### config.mk
export PLATFORM = sky130hd
export DESIGN_NAME = regbank_write_arbiter
export DESIGN_NICKNAME = d
export VERILOG_FILES = /design/src/rtl/regbank_write_arbiter.sv
export SDC_FILE = /design/constraint.sdc
export NUM_CORES = 1
export LEC_CHECK = 0
export CORE_AREA = 5 5 104 106
export DETAILED_ROUTE_END_ITERATION = 10
export DIE_AREA = 0 0 109 111
export DONT_BUFFER_PORTS = 1
export MAX_ROUTING_LAYER = met4
export PLACE_DENSITY_LB_ADDON = 0.15
export SLEW_MARGIN = 20
export SYNTH_ARGS = -nofsm -noshare
export SYNTH_HDL_FRONTEND = slang
export SYNTH_SLANG_ARGS = --single-unit
### constraint.sdc
create_clock -name clock -period 2.55 [get_ports clock]
set_input_delay 0.51 -clock clock [delete_from_list [all_inputs] [get_ports clock]]
set_output_delay 0.51 -clock clock [all_outputs]
set_load 0.01 [all_outputs]
### src/rtl/regbank_write_arbiter.sv
// ============================================================================
// regbank_write_arbiter
// ----------------------------------------------------------------------------
// Purpose:
//   Arbitrates two writeback requesters (req0 = execute, req1 = load) onto a
//   single register-bank write port. When both requesters are valid in the
//   same cycle, a 1-bit round-robin pointer chooses between them. The bank
//   write is registered, so its latency is one cycle. A write to register 31
//   (the zero register) is accepted but is never driven into the bank.
//
// Optional feature (macro WB_SCOREBOARD_EN):
//   Adds a 32-entry pending-write scoreboard. A reserve sets an entry. A
//   transfer to the same address clears that entry. Two combinational query
//   ports read the scoreboard back.
//
// Parameters:
//   DATA_WIDTH       write data width
//   BANK_ADDR_WIDTH  width of the bank address; the 5-bit index is
//                    zero-extended to this width (must be >= 5)
//
// Ports:
//   clock            sole clock, rising edge
//   reset            asynchronous, active-high reset
//   reqN_valid       requester N has a write pending
//   reqN_address     5-bit destination register index
//   reqN_data        write data
//   reqN_ready       combinational grant; a transfer happens when valid&ready
//   write            registered bank write enable
//   write_address    registered bank write address (zero-extended index)
//   write_data       registered bank write data
//   reserve_valid    (WB_SCOREBOARD_EN) mark reserve_address as pending
//   reserve_address  (WB_SCOREBOARD_EN) index to reserve
//   query_address_N  (WB_SCOREBOARD_EN) index to look up
//   query_busy_N     (WB_SCOREBOARD_EN) pending bit of query_address_N
// ============================================================================
module regbank_write_arbiter #(
   parameter int DATA_WIDTH      = 64,
   parameter int BANK_ADDR_WIDTH = 64
) (
   input  logic                       clock,
   input  logic                       reset,
   input  logic                       req0_valid,
   input  logic [4:0]                 req0_address,
   input  logic [DATA_WIDTH-1:0]      req0_data,
   output logic                       req0_ready,
   input  logic                       req1_valid,
   input  logic [4:0]                 req1_address,
   input  logic [DATA_WIDTH-1:0]      req1_data,
   output logic                       req1_ready,
   output logic                       write,
   output logic [BANK_ADDR_WIDTH-1:0] write_address,
   output logic [DATA_WIDTH-1:0]      write_data
`ifdef WB_SCOREBOARD_EN
   ,
   input  logic                       reserve_valid,
   input  logic [4:0]                 reserve_address,
   input  logic [4:0]                 query_address_1,
   input  logic [4:0]                 query_address_2,
   output logic                       query_busy_1,
   output logic                       query_busy_2
`endif
);

   localparam logic [4:0] ZERO_REG = 5'd31;

   // Round-robin pointer: 0 gives req0 priority, 1 gives req1 priority.
   logic                       ptr_r;
   logic                       write_r;
   logic [BANK_ADDR_WIDTH-1:0] write_address_r;
   logic [DATA_WIDTH-1:0]      write_data_r;

   logic                       grant0_s;
   logic                       grant1_s;
   logic                       xfer_s;
   logic                       do_write_s;
   logic [4:0]                 sel_address_s;
   logic [DATA_WIDTH-1:0]      sel_data_s;

   // Grant selection. Readies are held low while reset is asserted.
   always_comb begin
      grant0_s = 1'b0;
      grant1_s = 1'b0;
      if (reset) begin
         grant0_s = 1'b0;
         grant1_s = 1'b0;
      end else if (req0_valid && req1_valid) begin
         if (ptr_r) begin
            grant1_s = 1'b1;
         end else begin
            grant0_s = 1'b1;
         end
      end else if (req0_valid) begin
         grant0_s = 1'b1;
      end else if (req1_valid) begin
         grant1_s = 1'b1;
      end else begin
         grant0_s = 1'b0;
         grant1_s = 1'b0;
      end
   end

   // Mux the address and data of the granted requester.
   always_comb begin
      sel_address_s = req0_address;
      sel_data_s    = req0_data;
      if (grant1_s) begin
         sel_address_s = req1_address;
         sel_data_s    = req1_data;
      end else begin
         sel_address_s = req0_address;
         sel_data_s    = req0_data;
      end
   end

   assign xfer_s     = grant0_s | grant1_s;
   // A transfer to the zero register is consumed here and never reaches the bank.
   assign do_write_s = xfer_s && (sel_address_s != ZERO_REG);

   assign req0_ready = grant0_s;
   assign req1_ready = grant1_s;

   // Bank write pipeline stage and round-robin pointer update.
   always_ff @(posedge clock or posedge reset) begin
      if (reset) begin
         write_r         <= 1'b0;
         write_address_r <= {BANK_ADDR_WIDTH{1'b0}};
         write_data_r    <= {DATA_WIDTH{1'b0}};
         ptr_r           <= 1'b0;
      end else begin
         write_r <= do_write_s;
         // Address/data only change on a real bank write so they hold otherwise.
         if (do_write_s) begin
            write_address_r <= {{(BANK_ADDR_WIDTH-5){1'b0}}, sel_address_s};
            write_data_r    <= sel_data_s;
         end
         // After any grant, the pointer moves to the requester that was not granted.
         if (xfer_s) begin
            ptr_r <= grant0_s;
         end
      end
   end

   assign write         = write_r;
   assign write_address = write_address_r;
   assign write_data    = write_data_r;

`ifdef WB_SCOREBOARD_EN
   logic [31:0] sb_r;
   logic [31:0] sb_set_s;
   logic [31:0] sb_clr_s;
   logic [31:0] sb_next_s;

   // Scoreboard next state. A set is applied after a clear, so a new producer wins.
   always_comb begin
      sb_set_s = 32'd0;
      sb_clr_s = 32'd0;
      if (reserve_valid && (reserve_address != ZERO_REG)) begin
         sb_set_s = 32'd1 << reserve_address;
      end else begin
         sb_set_s = 32'd0;
      end
      if (xfer_s) begin
         sb_clr_s = 32'd1 << sel_address_s;
      end else begin
         sb_clr_s = 32'd0;
      end
      sb_next_s = (sb_r & ~sb_clr_s) | sb_set_s;
   end

   // Scoreboard state register.
   always_ff @(posedge clock or posedge reset) begin
      if (reset) begin
         sb_r <= 32'd0;
      end else begin
         sb_r <= sb_next_s;
      end
   end

   assign query_busy_1 = (query_address_1 == ZERO_REG) ? 1'b0 : sb_r[query_address_1];
   assign query_busy_2 = (query_address_2 == ZERO_REG) ? 1'b0 : sb_r[query_address_2];
`endif

endmodule

==> metrics.md, run 1 <==
| Metric | Value |
|---|---|
| Worst reg2reg endpoint | write_data[47] |
| Gr usage total | 14.5% |
| Worst VDD drop | 0.348 mV |
| Met2 GRT Util | 24.0% |
| Placed cells | 428 |
| Tmin final | 2010 ps |
| Total clock sinks | 71 |
| Critical path type | register to output pin |
| Detail Placement HPWL | 6.99 mm |
| Global-route wire length before repair | 13.0 mm |
| Worst-path clk slew | 80 ps |
| Final WS setup | 537 ps |
| Synth warnings | 0 |
| Compound-Gate Fraction of Synth Area | 2.81% |
| CTS buffer count | 9 |
| Setup Buffers After CTS | 0 |
| Hold Buf Count CTS | 0 |
| Die Y | 111 um |
| Data required time of the critical path | 2040 ps |
| Outcome | finished clean |
| Post-Syn Area | 3970 sq um |
| Buffers added on ports | 0 |
| Top cell type's share of synthesized area | 44.8% |
| Synth Area in XOR/XNOR | 0% |
| Leakage | 1.78 nW |
| Relative slew slack | 36.6% |
| Hold path startpoint | reset |
| Fin. Hold Viols | 0 |
| PwrDens | 769 nW/um^2 |
| Post-synthesis adder-cell area fraction | 0% |
| Main flop type after synthesis | dfrtp_1 |
| Post-Place Setup Slack | 533 ps |
| Layout cell share with drive strength beyond 1 | 49.5% |
| Worst Tran Pin Value | 951 ps |
| Grt met1 use | 15.9% |
| Placed inst area | 3920 sq um |
| 1st-pass router iterations | 4 |
| Final Util | 42.7% |
| Area Growth Syn to Fin | 4.16% |
| Post-route ant nets | 0 |
| CP Max Fanout | 35 |
| Placer Congestion | 0.797 |
| Syn_area_per_cell | 13.0 sq um |
| Largest family of logic cells by synthesized area | multiplexers |
| Proportion of synthesized area in mux cells | 36.8% |
| Most common cell in the netlist | mux2_2 |
| MaxCap Viol Count | 0 |
| Reg area | 1780 sq um |
| # nets final | 448 |
| Starting Density | 41.0% |
| First DRT Iteration DRCs | 55 |
| Sw Ratio | 29.8% |
| CTS tree | built |
| Reg2Reg Setup Slack | 650 ps |
| RSZ-0062 raised after global routing | false |
| PostCTS Resize Cnt | 0 |
| Area leader, netlist | dfrtp_1 |
| Synth Area in Simple Gates | 1.77% |
| Yosys cell types | 22 |
| Reg power frac | 53.2% |
| H-tree depth | 3 |
| Hold Path Stages | 1 |
| Filler Cell Count | 895 |
| Pwr Total | 3.18 mW |
| Max Buffers Root-to-Sink | 2 |
| Initial antenna violation count | 1 |
| GRT met3 Usage | 4.60% |
| IO Pins | 273 |
| Max-slew violations | 0 |
| Non-filler cells, final | 445 |
| Internal power | 2.23 mW |
| Arrival @ worst endpoint | 1500 ps |
| Clock power frac | 29.5% |
| Final Cycle Share | 78.9% |
| Final Setup Violations | 0 |
| Floorplan core area | 9680 sq um |
| Routed vias/inst | 4.82 |
| Vias in the first global route | 2378 |
| DRC Markers | 0 |
| Startpoint class of the critical path | register |
| Setup TNS | 0 ps |
| Largest cells by area after synthesis | dfrtp_1 45%, mux2_2 35%, buf_4 11% |
| Post-route cell area | 4130 sq um |
| Via count | 2143 |
| Post-synth EDFFs | 0 |
| WHS Endpoint | ptr_r |
| FF-to-FF Start | ptr_r |
| Async SR Flop Fraction | 100% |
| Gr busiest metal | met2 |
| Worst Skew | 7.80 ps |
| Post-synthesis register bit count | 71 |
| Gate Count Post-Synth | 305 |
| Root Driver | clkbuf_8 |
| Max Fclk | 497 MHz |
| Hold slack final | 281 ps |
| Die Area | 12100 sq um |
| Drt wl/cell | 20.1 um |
| Sw Pwr | 0.948 mW |
| Crit path capture type | output pin |
| # rows | 36 |
| Worst r2r path cells | 5 |
| Skew-Pair Late Insertion Delay | 330 ps |
| Seq/Total Area, Yosys | 44.8% |
| Comb power frac | 17.3% |
| Grt total ovfl | 0 |
| Final wirelength | 8.94 mm |
| Leading cell types by count after synthesis | 123 x mux2_2, 71 x dfrtp_1, 59 x buf_4, 12 x buf_2 |
| Overall die width | 109 um |
| HP Class | primary input to register |
| Maximum number of pins on one net before global-route repair | 77 |
| Area of the multi-input gates | 1880 sq um |
[cell families after synthesis]
| kind of cell | after synthesis |
|---|---|
| other | 1 |
| buffers and inverters | 76 |
| AND/OR/NAND/NOR | 13 |
| AO/OA/AOI/OAI | 16 |
| multiplexers | 128 |
| flip-flops | 71 |
[area by class of cell]
type	count	share of cell area [%]
Sequential cell	71	43.0
Clock inverter	3	0.969
Tap cell	133	4.03
Timing Repair Buffer	6	2.00
Antenna cell	1	0.0606
Multi-Input combinational cell	216	45.6
Inverter	2	0.242
Clock buffer	13	4.09
[layout by cell type (no fill, tap or decap)]
cell         n
a2bb2oi_1    4
nor2b_1      1
o22ai_1      5
o21ai_0      3
mux2_4       5
conb_1      59
buf_4        3
a22o_4       1
bufinv_16    1
nand2_1      3
a21bo_2      1
mux2_2     123
clkbuf_8    12
inv_2        1
nand2b_1     2
a31oi_1      1
inv_4        1
nand3_4      1
dfrtp_1     71
buf_12       3
nor2_1       3
a21oi_1      1
diode_2      1
clkbuf_1     1
and4_1       2
nand4_1      1
clkinv_2     2
[metal layers]
metal	routed length, um	part of all wire, %
met2	4560	51
met1	3240	36
met4	170	1.9
met3	973	11
met5	0	0
[worst max path at each step]
stage / from / to / slack, ps
after floorplan: reset / write_data[15] / 270
after global placement: req0_valid / write_data[34] / 560
after detailed placement: req0_valid / write_data[29] / 530
after CTS: ptr_r / req1_ready / 500
after global routing: ptr_r / req1_ready / 450
final: ptr_r / req1_ready / 540
[registers in the layout, summed over array words and instances, names as in the netlist]
register	flops
write_address	5
ptr_r	1
write	1
write_data	64
[power groups by stage]
stage / Combinational, mW / Sequential (mW) / Clock, mW
5_1_grt: 0.607 / 1.73 / 1.02
6_report: 0.549 / 1.69 / 0.937
2_1_floorplan: 0.553 / 1.63 / 0
3_3_place_gp: 0.544 / 1.73 / 0
4_1_cts: 0.558 / 1.71 / 0.981
3_5_place_dp: 0.561 / 1.72 / 0
[worst max-delay path, cell delays in order (launching register included)]
cell      delay [ps]
dfrtp_1          400
nand2b_1         220
nand3_4          130
buf_12           200
inv_2             60
buf_4            140
No activity file was read; power rests on OpenSTA's default activity.
==> inputs of run 2 (changes only) <==
CORE_AREA = 5 5 103 105   (was 5 5 104 106)
DIE_AREA = 0 0 108 110   (was 0 0 109 111)
clock period = 1.7 ns   (was 2.55 ns; I/O delays follow)
==> run 2 against run 1 <==
Compared with the run above:
- the run now ends with setup timing left
- critical path depth grew 1
- global-route usage up 1.7 points
- hold slack worse by 230 ps
- setup slack worse by 560 ps
- clock-buffer cell count down 3
- sequential power up 50%
- design area up 17%
- sequential share of layout area shrank 6.2 points
- cell count up 4.7%
- flip-flop and latch count stayed put
- die area is 1.8% lower
- highest routed layer unchanged
==> metrics.md, run 2 (synthesis results as in run 1) <==
| Metric | Value |
|---|---|
| Number of flip-flops in the largest register | 64 |
| Maximum number of pins on one net before global-route repair | 50 |
| Floorplan core area | 9550 sq um |
| Arrival @ worst endpoint | 1950 ps |
| Skew-Pair Late Insertion Delay | 340 ps |
| Max incr delay on CP | 410 ps |
| Final Cycle Share | 101% |
| Global-route wire length before repair | 14.0 mm |
| Most frequent cells in the layout | 88 x mux2_4, 71 x dfrtp_1, 59 x conb_1 |
| Die Y | 110 um |
| Data required time of the critical path | 1930 ps |
| CTS tree | built |
| First DRT Iteration DRCs | 69 |
| # rows | 36 |
| IO Pins | 273 |
| Clock power frac | 29.0% |
| Pwr Total | 5.23 mW |
| Final wirelength | 10.8 mm |
| PwrDens | 1080 nW/um^2 |
| Reg2Reg Setup Slack | -20 ps |
| MaxCap Viol Count | 0 |
| Most frequent CP cell | mux2_2 |
| Final Setup Violations | 16 |
| Max Fclk | 580 MHz |
| Sw Ratio | 30.2% |
| Crit path capture type | register |
| Via count | 2332 |
| # nets final | 469 |
| Critical path type | register to register |
| Internal power | 3.65 mW |
| Leakage | 2.35 nW |
| Root Driver | clkbuf_8 |
| CP Max Fanout | 8 |
| Failing checks | setup timing |
| Fin. Hold Viols | 0 |
| Overall die width | 108 um |
| Post-route ant nets | 0 |
| Slowest cell on the critical path | dfrtp_1 |
| Grt total ovfl | 0 |
| Startpoint class of the critical path | register |
| Relative slew slack | 59.0% |
| HP Class | primary input to async pin |
| Tmin final | 1720 ps |
| DRC Markers | 0 |
| Outcome | finished with violations |
| Hold slack final | 47.1 ps |
| Layout cell share with drive strength beyond 1 | 53.0% |
| Max Buffers Root-to-Sink | 2 |
| Drt wl/cell | 23.2 um |
| Area Growth Syn to Fin | 21.9% |
| Worst VDD drop | 0.398 mV |
| Final WS setup | -23.9 ps |
| RSZ-0062 raised after global routing | true |
| Placer Congestion | 0.805 |
| Buffers added on ports | 0 |
| Initial antenna violation count | 1 |
| Commonest non-fill, non-tap cell in the layout | mux2_4 |
| Max-slew violations | 0 |
| Sw Pwr | 1.58 mW |
| Starting Density | 41.5% |
| CP Cell Sequence | nand2b_4 > nand3_4 > buf_6 > clkbuf_16 > mux2_2 > mux2_2 |
| Vias in the first global route | 2468 |
| Final Util | 50.6% |
| Non-filler cells, final | 466 |
| FF-to-FF Start | ptr_r |
| Filler Cell Count | 833 |
| Placed cells | 435 |
| CTS buffer count | 9 |
| Die Area | 11900 sq um |
| Detail Placement HPWL | 7.31 mm |
| Routed vias/inst | 5.00 |
| Total clock sinks | 71 |
| Gr usage total | 16.2% |
| Post-Place Setup Slack | -30.2 ps |
| Worst-path clk slew | 80 ps |
| Worst Skew | 13.4 ps |
| Reg power frac | 48.7% |
| 1st-pass router iterations | 5 |
| Comb power frac | 22.3% |
| Worst Tran Pin Value | 615 ps |
| Worst r2r path cells | 6 |
| H-tree depth | 3 |
| Worst reg2reg endpoint | write_data[40] |
[run 2: cell types whose count changed in the layout (fill, tap and decap cells not counted), sizes merged]
cell         change
buf             +14
bufinv           +1
clkbuf           +3
clkinvlp         +1
dlygate4sd3      +1
inv              +1
[run 2: layout make-up]
cell class	count	area, sq um	area share, %
antenna	1	2.50	0.0518
clock inverter	6	93.8	1.94
inverter	2	23.8	0.492
sequential	71	1780	36.8
timing repair buffer	27	432	8.93
tap	133	166	3.44
multi-input combinational	216	2210	45.7
clock buffer	10	128	2.64
[run 2: worst max-delay path by stage]
stage                     endpoint   from  slack [ps]
floorplan           write_data[15]  reset         0.3
global placement    write_data[24]  ptr_r          10
detailed placement  write_data[26]  ptr_r         -30
CTS                 write_data[26]  ptr_r           4
global route        write_data[37]  ptr_r         -60
finish              write_data[40]  ptr_r         -20
[run 2: critical path: cells and delay by family, from the launching register on]
kind	cells	cell delay [ps]
mux	2	580
buf+inv	2	310
flops	1	410
simple gates	2	300
[run 2: timing repair]
item	4_1_cts	5_1_grt
gates cloned	2	6
hold buffers	1	0
endpoints found under the setup margin	54	62
gates resized for setup	3	88
pin swaps	1	1
buffers inserted	4	1
endpoints found under the hold margin	27	0
[run 2: metal layers]
layer	up-vias	global-route usage [%]	share of wire, %
met2	166	26.9	51
met4	0	6.31	0.64
met5	-	-	0
met3	6	5.30	10
met1	1156	18.3	38
li1	1004	-	-
[run 2: power groups by stage]
| stage | registers (mW) | clock network [mW] | logic (mW) |
|---|---|---|---|
| floorplan | 2.45 | 0 | 0.840 |
| global placement | 2.58 | 0 | 0.842 |
| detailed placement | 2.57 | 0 | 0.873 |
| CTS | 2.55 | 1.58 | 0.913 |
| global route | 2.59 | 1.66 | 1.26 |
| finish | 2.54 | 1.52 | 1.17 |
[run 2: stage by stage]
step,TNS (ps),cell area (sq um)
2_1_floorplan,0,4230
3_3_place_gp,0,4010
3_5_place_dp,-437,4010
4_1_cts,0,4340
5_1_grt,-2260,4830
6_report,-161,4830
